File: src/rtl/port_resp_arb_if.sv
// Port-request handshake bundle between the requesters of one output port and its responder.
// The slave side is the responder (port_resp_arb); the master side drives the requests.
interface port_resp_arb_if #(
    parameter int unsigned REQNUM = 16
) ();
    localparam int unsigned IDW = (REQNUM > 1) ? $clog2(REQNUM) : 1;

    logic [REQNUM-1:0] i_req;
    logic              i_port_en;
    logic              i_r_finish;
    logic              o_port_ready;
    logic [REQNUM-1:0] o_resp;
    logic [REQNUM-1:0] o_nresp;
    logic [IDW-1:0]    o_grant_id;
    logic              o_grant_vld;
    logic              o_timeout;

    modport slave (
        input  i_req,
        input  i_port_en,
        input  i_r_finish,
        output o_port_ready,
        output o_resp,
        output o_nresp,
        output o_grant_id,
        output o_grant_vld,
        output o_timeout
    );

    modport master (
        output i_req,
        output i_port_en,
        output i_r_finish,
        input  o_port_ready,
        input  o_resp,
        input  o_nresp,
        input  o_grant_id,
        input  o_grant_vld,
        input  o_timeout
    );
endinterface

File: src/rtl/port_resp_arb.sv
// Output-port responder: round-robin grants one requester per transfer, rejects the rest,
// and holds the port until the winner reports read completion or the busy watchdog expires.
module port_resp_arb #(
    parameter int unsigned REQNUM      = 16,
    parameter int unsigned TIMEOUT_MAX = 1024
) (
    input  logic           i_clk,
    input  logic           i_rst,
    port_resp_arb_if.slave bus
);
    localparam int unsigned IDW  = (REQNUM > 1) ? $clog2(REQNUM) : 1;
    localparam int unsigned IW   = IDW + 1;
    localparam int unsigned CntW = (TIMEOUT_MAX > 1) ? $clog2(TIMEOUT_MAX) : 1;
    localparam logic [CntW-1:0] CntLast = CntW'(TIMEOUT_MAX - 1);

    typedef enum logic [0:0] {StIdle, StBusy} state_e;

    state_e            state_q, state_d;
    logic [IDW-1:0]    ptr_q, ptr_d;
    logic [REQNUM-1:0] nack_q, nack_d;
    logic [CntW-1:0]   cnt_q, cnt_d;
    logic              port_ready_q, port_ready_d;
    logic [REQNUM-1:0] resp_q, resp_d;
    logic [REQNUM-1:0] nresp_q, nresp_d;
    logic [IDW-1:0]    grant_id_q, grant_id_d;
    logic              grant_vld_q, grant_vld_d;
    logic              timeout_q, timeout_d;

    logic [REQNUM-1:0] elig;
    logic              win_found;
    logic [IDW-1:0]    win_idx;
    logic [REQNUM-1:0] win_oh;
    logic              timeout_hit;

    assign elig        = bus.i_req & ~nack_q;
    assign timeout_hit = (TIMEOUT_MAX != 0) && (cnt_q == CntLast);

    // Scan from ptr upward, wrapping modulo REQNUM (REQNUM need not be a power of two).
    always_comb begin
        logic [IW-1:0] cand;
        cand      = '0;
        win_found = 1'b0;
        win_idx   = '0;
        for (int unsigned i = 0; i < REQNUM; i++) begin
            cand = {1'b0, ptr_q} + IW'(i);
            if (cand >= IW'(REQNUM)) begin
                cand = cand - IW'(REQNUM);
            end
            if (!win_found && elig[cand[IDW-1:0]]) begin
                win_found = 1'b1;
                win_idx   = cand[IDW-1:0];
            end
        end
    end

    always_comb begin
        win_oh          = '0;
        win_oh[win_idx] = 1'b1;
    end

    always_ff @(posedge i_clk or posedge i_rst) begin
        if (i_rst) begin
            state_q <= StIdle;
        end else begin
            state_q <= state_d;
        end
    end

    always_comb begin
        state_d = state_q;
        unique case (state_q)
            StIdle: begin
                if (bus.i_port_en && win_found) begin
                    state_d = StBusy;
                end
            end
            StBusy: begin
                if (bus.i_r_finish || timeout_hit) begin
                    state_d = StIdle;
                end
            end
            default: state_d = StIdle;
        endcase
    end

    always_comb begin
        ptr_d       = ptr_q;
        cnt_d       = cnt_q;
        resp_d      = '0;
        nresp_d     = '0;
        grant_id_d  = grant_id_q;
        grant_vld_d = grant_vld_q;
        timeout_d   = 1'b0;
        unique case (state_q)
            StIdle: begin
                if (!bus.i_port_en) begin
                    nresp_d = elig;
                end else if (win_found) begin
                    resp_d      = win_oh;
                    nresp_d     = elig & ~win_oh;
                    grant_id_d  = win_idx;
                    grant_vld_d = 1'b1;
                    cnt_d       = '0;
                    ptr_d       = (win_idx == IDW'(REQNUM - 1)) ? '0 : win_idx + 1'b1;
                end
            end
            StBusy: begin
                // A finishing cycle leaves new requesters unrejected so IDLE can arbitrate them.
                if (bus.i_r_finish) begin
                    grant_vld_d = 1'b0;
                end else begin
                    nresp_d             = elig;
                    nresp_d[grant_id_q] = 1'b0;
                    if (timeout_hit) begin
                        timeout_d   = 1'b1;
                        grant_vld_d = 1'b0;
                    end else begin
                        cnt_d = cnt_q + 1'b1;
                    end
                end
            end
            default: ;
        endcase
        nack_d       = (nack_q & bus.i_req) | nresp_d;
        port_ready_d = (state_d == StIdle) && bus.i_port_en;
    end

    always_ff @(posedge i_clk or posedge i_rst) begin
        if (i_rst) begin
            ptr_q        <= '0;
            nack_q       <= '0;
            cnt_q        <= '0;
            port_ready_q <= 1'b0;
            resp_q       <= '0;
            nresp_q      <= '0;
            grant_id_q   <= '0;
            grant_vld_q  <= 1'b0;
            timeout_q    <= 1'b0;
        end else begin
            ptr_q        <= ptr_d;
            nack_q       <= nack_d;
            cnt_q        <= cnt_d;
            port_ready_q <= port_ready_d;
            resp_q       <= resp_d;
            nresp_q      <= nresp_d;
            grant_id_q   <= grant_id_d;
            grant_vld_q  <= grant_vld_d;
            timeout_q    <= timeout_d;
        end
    end

    assign bus.o_port_ready = port_ready_q;
    assign bus.o_resp       = resp_q;
    assign bus.o_nresp      = nresp_q;
    assign bus.o_grant_id   = grant_id_q;
    assign bus.o_grant_vld  = grant_vld_q;
    assign bus.o_timeout    = timeout_q;

endmodule

File: src/flat_wrapper.sv
// flat-port wrapper written by rule: the top's interface ports become plain ports
module port_resp_arb_flat 
#(
    parameter int unsigned REQNUM      = 16,
    parameter int unsigned TIMEOUT_MAX = 1024
)
  (i_clk, i_rst, bus_i_req, bus_i_port_en, bus_i_r_finish, bus_o_port_ready, bus_o_resp, bus_o_nresp, bus_o_grant_id, bus_o_grant_vld, bus_o_timeout);
  port_resp_arb_if #(.REQNUM(REQNUM)) bus_i ();
  input  logic i_clk;
  input  logic i_rst;
  input wire logic [$bits(bus_i.i_req)-1:0] bus_i_req;
  input wire logic [$bits(bus_i.i_port_en)-1:0] bus_i_port_en;
  input wire logic [$bits(bus_i.i_r_finish)-1:0] bus_i_r_finish;
  output wire logic [$bits(bus_i.o_port_ready)-1:0] bus_o_port_ready;
  output wire logic [$bits(bus_i.o_resp)-1:0] bus_o_resp;
  output wire logic [$bits(bus_i.o_nresp)-1:0] bus_o_nresp;
  output wire logic [$bits(bus_i.o_grant_id)-1:0] bus_o_grant_id;
  output wire logic [$bits(bus_i.o_grant_vld)-1:0] bus_o_grant_vld;
  output wire logic [$bits(bus_i.o_timeout)-1:0] bus_o_timeout;
  assign bus_i.i_req = bus_i_req;
  assign bus_i.i_port_en = bus_i_port_en;
  assign bus_i.i_r_finish = bus_i_r_finish;
  assign bus_o_port_ready = bus_i.o_port_ready;
  assign bus_o_resp = bus_i.o_resp;
  assign bus_o_nresp = bus_i.o_nresp;
  assign bus_o_grant_id = bus_i.o_grant_id;
  assign bus_o_grant_vld = bus_i.o_grant_vld;
  assign bus_o_timeout = bus_i.o_timeout;
  port_resp_arb #(.REQNUM(REQNUM), .TIMEOUT_MAX(TIMEOUT_MAX)) u_core (.i_clk(i_clk), .i_rst(i_rst), .bus(bus_i));
endmodule
File: config.mk
export PLATFORM = sky130hd
export DESIGN_NAME = port_resp_arb_flat
export DESIGN_NICKNAME = d
export VERILOG_FILES = /design/src/rtl/port_resp_arb_if.sv /design/src/rtl/port_resp_arb.sv /design/src/flat_wrapper.sv
export SDC_FILE = /design/constraint.sdc
export NUM_CORES = 1
export LEC_CHECK = 0
export CORE_AREA = 2 2 147 149
export CTS_CLUSTER_DIAMETER = 100
export CTS_CLUSTER_SIZE = 30
export DETAILED_ROUTE_END_ITERATION = 10
export DIE_AREA = 0 0 149 151
export DONT_BUFFER_PORTS = 1
export PLACE_DENSITY = 0.47
export RECOVER_POWER = 50
export SLEW_MARGIN = 20
export SYNTH_ARGS = -nofsm -noshare
export SYNTH_HDL_FRONTEND = slang
export SYNTH_SLANG_ARGS = --single-unit
File: constraint.sdc
create_clock -name i_clk -period 7.36 [get_ports i_clk]
set_input_delay 0.736 -clock i_clk [delete_from_list [all_inputs] [get_ports i_clk]]
set_output_delay 0.736 -clock i_clk [all_outputs]
set_load 0.005 [all_outputs]
==> impl_metrics.json <==
{
  "post_drt_wl_per_cell_um": 22.8,
  "clkTransAtPathRegs_ns": 0.06,
  "setup.worst_path.end_class": "flip-flop",
  "nets": 690,
  "fp-row-count": 53,
  "die_width_um": 149,
  "synth_edf_count": 0,
  "place_inst": 922,
  "r2r_slack_ns": 1.49,
  "cts_resized": 0,
  "worstHoldPathType": "in -> reg",
  "yosysUniqueCellTypes": 75,
  "crit_cells": 16,
  "path_cells": "buf_4 > inv_2 > ha_1 > inv_1 > nor4_1 > nor4_2 > mux2i_1 > and3_1 > nand4_1 > or3_1 > o221a_2 > inv_1 > ha_1 > nand2_1 > o31ai_1 > a21oi_1",
  "cp-endpoint": "u_core.bus.o_nresp[3]",
  "timing.final.crit_share": 0.798,
  "worst_pin_slew_ns": 3.82,
  "cpPeakStageDelay_ns": 0.74,
  "dp_hpwl_um": 15800,
  "drt.antenna.violating_nets": 0,
  "overflow": 0,
  "die_y_um": 151,
  "post-route-min-period_ns": 5.87,
  "syn_area_per_cell_um2": 9.13,
  "r2r_cells": 16,
  "core_mm2": 0.0208,
  "portBuffers": 0,
  "timing.rr.end": "u_core.bus.o_nresp[3]",
  "synth-main-ff-cell": "dfrtp_1",
  "cts_hold_buf": 0,
  "yosys_warnings": 0,
  "h-tree-depth": 3,
  "pre_cts_slack_ns": 1.67,
  "rsz0062_at_grt": "no",
  "start_kind": "flip-flop",
  "run_status": "finished with violations",
  "clk_path_buf_depth": 2,
  "seq_area_frac_synth": 0.282,
  "drv_cap": 1,
  "clock-skew-final_ns": 0.0126,
  "clock-sinks": 70,
  "crit_family": "simple AND/OR/NAND/NOR gates",
  "post_cts_buffers": 0,
  "root_buffer": "clkbuf_16",
  "synth_area_mm2": 0.00620,
  "tritoncts": "yes",
  "drc": 0,
  "cp_max_fo": 22,
  "first_pass_iters": 5,
  "cp.required_ns": 7.55,
  "setup_tns_ns": 0,
  "grt_max_degree": 71,
  "clk_latency_ns": 0.34,
  "syn_to_final_growth_pct": 8.01,
  "grt_pass1_vias": 5515,
  "final_util": 0.322,
  "io_pins": 59,
  "antenna_found_initial": 0,
  "netlist_instances": 679,
  "first_iter_violations": 637,
  "final_cell_count_no_fill": 938,
  "regToRegStartpoint": "u_core.ptr_q[1]",
  "maxSlewViolCount": 71,
  "synth_nets": 711,
  "setup_viol": 0,
  "hold_viol": 0,
  "cp_data_arrival_time_ns": 6.06,
  "max_freq_ghz": 0.170,
  "violations": "capacitance limit, slew limit",
  "relSlewSlack": -1.55,
  "grt_util_all_layers": 0.190,
  "place.gp.congestion": 0.921,
  "numCtsBuffers": 9,
  "via_count": 5671,
  "layout_setup_ws_ns": 1.49,
  "crit_buf_inv": 4,
  "grt_pass1_wl_um": 32800,
  "critPathLaunch": "u_core.ptr_q[1]",
  "async_flop_share": 1.00,
  "synth_seq_cells": 70,
  "initial_core_util": 0.298,
  "path_class": "reg -> reg",
  "viasPerCell": 6.05,
  "wl_um": 21400,
  "antenna_cells": 0,
  "dieArea_mm2": 0.0225,
  "cpMaxStageDelayCell": "ha_1",
  "layout-drive-gt1-share": 0.142
}
[final cells by class]
class                      instances  area [um^2]
clock buffer                       9          225
tap                              275          344
fill                            2158        14100
multi-input combinational        553         4160
clock inverter                     7         96.3
sequential                        70         1750
inverter                          15         56.3
timing repair buffer               9         63.8
[layout by cell type (no fill, tap or decap), types with 14 or more instances in the layout]
| master | instances |
|---|---|
| a21oi_1 | 41 |
| and3_1 | 19 |
| dfrtp_1 | 70 |
| mux4_2 | 30 |
| nand2_1 | 43 |
| nand2b_1 | 23 |
| nand3_1 | 15 |
| nor2_1 | 68 |
| nor2b_1 | 16 |
| nor4_1 | 21 |
| o21ai_0 | 18 |
| xnor2_1 | 14 |
[stage by stage]
step,area [um^2],hold WS (ns)
final,6700,0.513
after floorplan,6200,0.468
after CTS,6700,0.507
after global routing,6700,0.513
after global placement,6380,0.493
after detailed placement,6380,0.510
[state kept, by name (all words and copies together) (netlist names)]
name                     flops
u_core.bus.o_timeout         1
u_core.bus.o_nresp          16
u_core.bus.o_grant_vld       1
u_core.bus.o_grant_id        4
u_core.nack_q               16
u_core.ptr_q                 4
u_core.bus.o_port_ready      1
u_core.state_q               1
u_core.bus.o_resp           16
u_core.cnt_q                10
[worst min-delay path by stage]
| stage | start | end | slack (ns) | cells past startpoint |
|---|---|---|---|---|
| after global routing | bus_i_req[9] | u_core.nack_q[9] | 0.51 | 1 |
| after detailed placement | u_core.nack_q[9] | u_core.nack_q[9] | 0.51 | 1 |
| after global placement | u_core.nack_q[7] | u_core.nack_q[7] | 0.49 | 1 |
| after CTS | bus_i_req[1] | u_core.nack_q[1] | 0.51 | 1 |
| after floorplan | u_core.bus.o_grant_vld | u_core.bus.o_grant_vld | 0.47 | 2 |
| final | bus_i_req[1] | u_core.nack_q[1] | 0.51 | 1 |
[worst reg2reg max path, stage by stage, from the launching register on]
cell and delay, ns:
dfrtp_1 0.32, buf_4 0.27, inv_2 0.25, ha_1 0.75, inv_1 0.42, nor4_1 0.47
nor4_2 0.15, mux2i_1 0.68, and3_1 0.35, nand4_1 0.25, or3_1 0.42, o221a_2 0.20
inv_1 0.11, ha_1 0.33, nand2_1 0.20, o31ai_1 0.41, a21oi_1 0.16
[synth_stat cells (3+ instances only)]
| master | instances | area, um^2 |
|---|---|---|
| nor3_1 | 12 | 60.1 |
| nor2b_1 | 16 | 100 |
| xnor2_1 | 14 | 123 |
| or3_1 | 7 | 43.8 |
| or2_2 | 8 | 50.1 |
| o31a_1 | 10 | 87.6 |
| nor3b_1 | 10 | 75.1 |
| and2_1 | 5 | 31.3 |
| ha_1 | 12 | 150 |
| o22a_1 | 3 | 26.3 |
| a21oi_1 | 41 | 205 |
| nand4_1 | 8 | 50.1 |
| a21boi_0 | 5 | 37.5 |
| dfrtp_1 | 70 | 1750 |
| nand3_1 | 15 | 75.1 |
| buf_6 | 6 | 67.6 |
| buf_4 | 8 | 60.1 |
| buf_2 | 7 | 35.0 |
| mux2i_1 | 13 | 130 |
| clkbuf_1 | 20 | 75.1 |
| a211oi_1 | 5 | 37.5 |
| or4_1 | 8 | 60.1 |
| mux4_2 | 30 | 676 |
| o2111a_1 | 3 | 33.8 |
| and3_1 | 19 | 119 |
| o211ai_1 | 7 | 52.6 |
| o22ai_1 | 13 | 81.3 |
| xor2_1 | 9 | 78.8 |
| a21o_1 | 4 | 30.0 |
| o31ai_1 | 13 | 97.6 |
| nand2b_1 | 23 | 144 |
| o21ba_1 | 5 | 50.1 |
| o21ai_0 | 18 | 90.1 |
| nor4_1 | 21 | 131 |
| nand2_1 | 43 | 161 |
| inv_1 | 12 | 45.0 |
| o21bai_1 | 3 | 22.5 |
| o21a_1 | 5 | 37.5 |
| nor4_2 | 3 | 37.5 |
| and3b_1 | 7 | 61.3 |
| nor2_1 | 68 | 255 |
| a221oi_1 | 5 | 43.8 |
| mux2_2 | 9 | 101 |
| a31oi_1 | 12 | 75.1 |
[kinds of logic (layout without fill, tap and decap cells)]
kind of cell	Yosys count	count (layout)	share of synthesized area
AOI/OAI and AO/OA	172	172	0.195
adders and majority gates	12	12	0.0242
and+or+nand+nor	290	290	0.261
buffers and inverters	56	40	0.0474
muxes	55	55	0.155
DFF	70	70	0.282
xor gates and xnor gates	24	24	0.0351
[layer usage]
metal / vias to the layer above / wire [um] / global-route usage
met5: - / 0 / 0
met4: 0 / 697 / 0.0814
met3: 53 / 1730 / 0.0464
met2: 302 / 10100 / 0.309
met1: 2778 / 8810 / 0.243
li1: 2538 / - / -
Power is left out: the tool's default activity adds up to more than one toggle a clock period on the data nets, which glitch-free logic cannot reach.
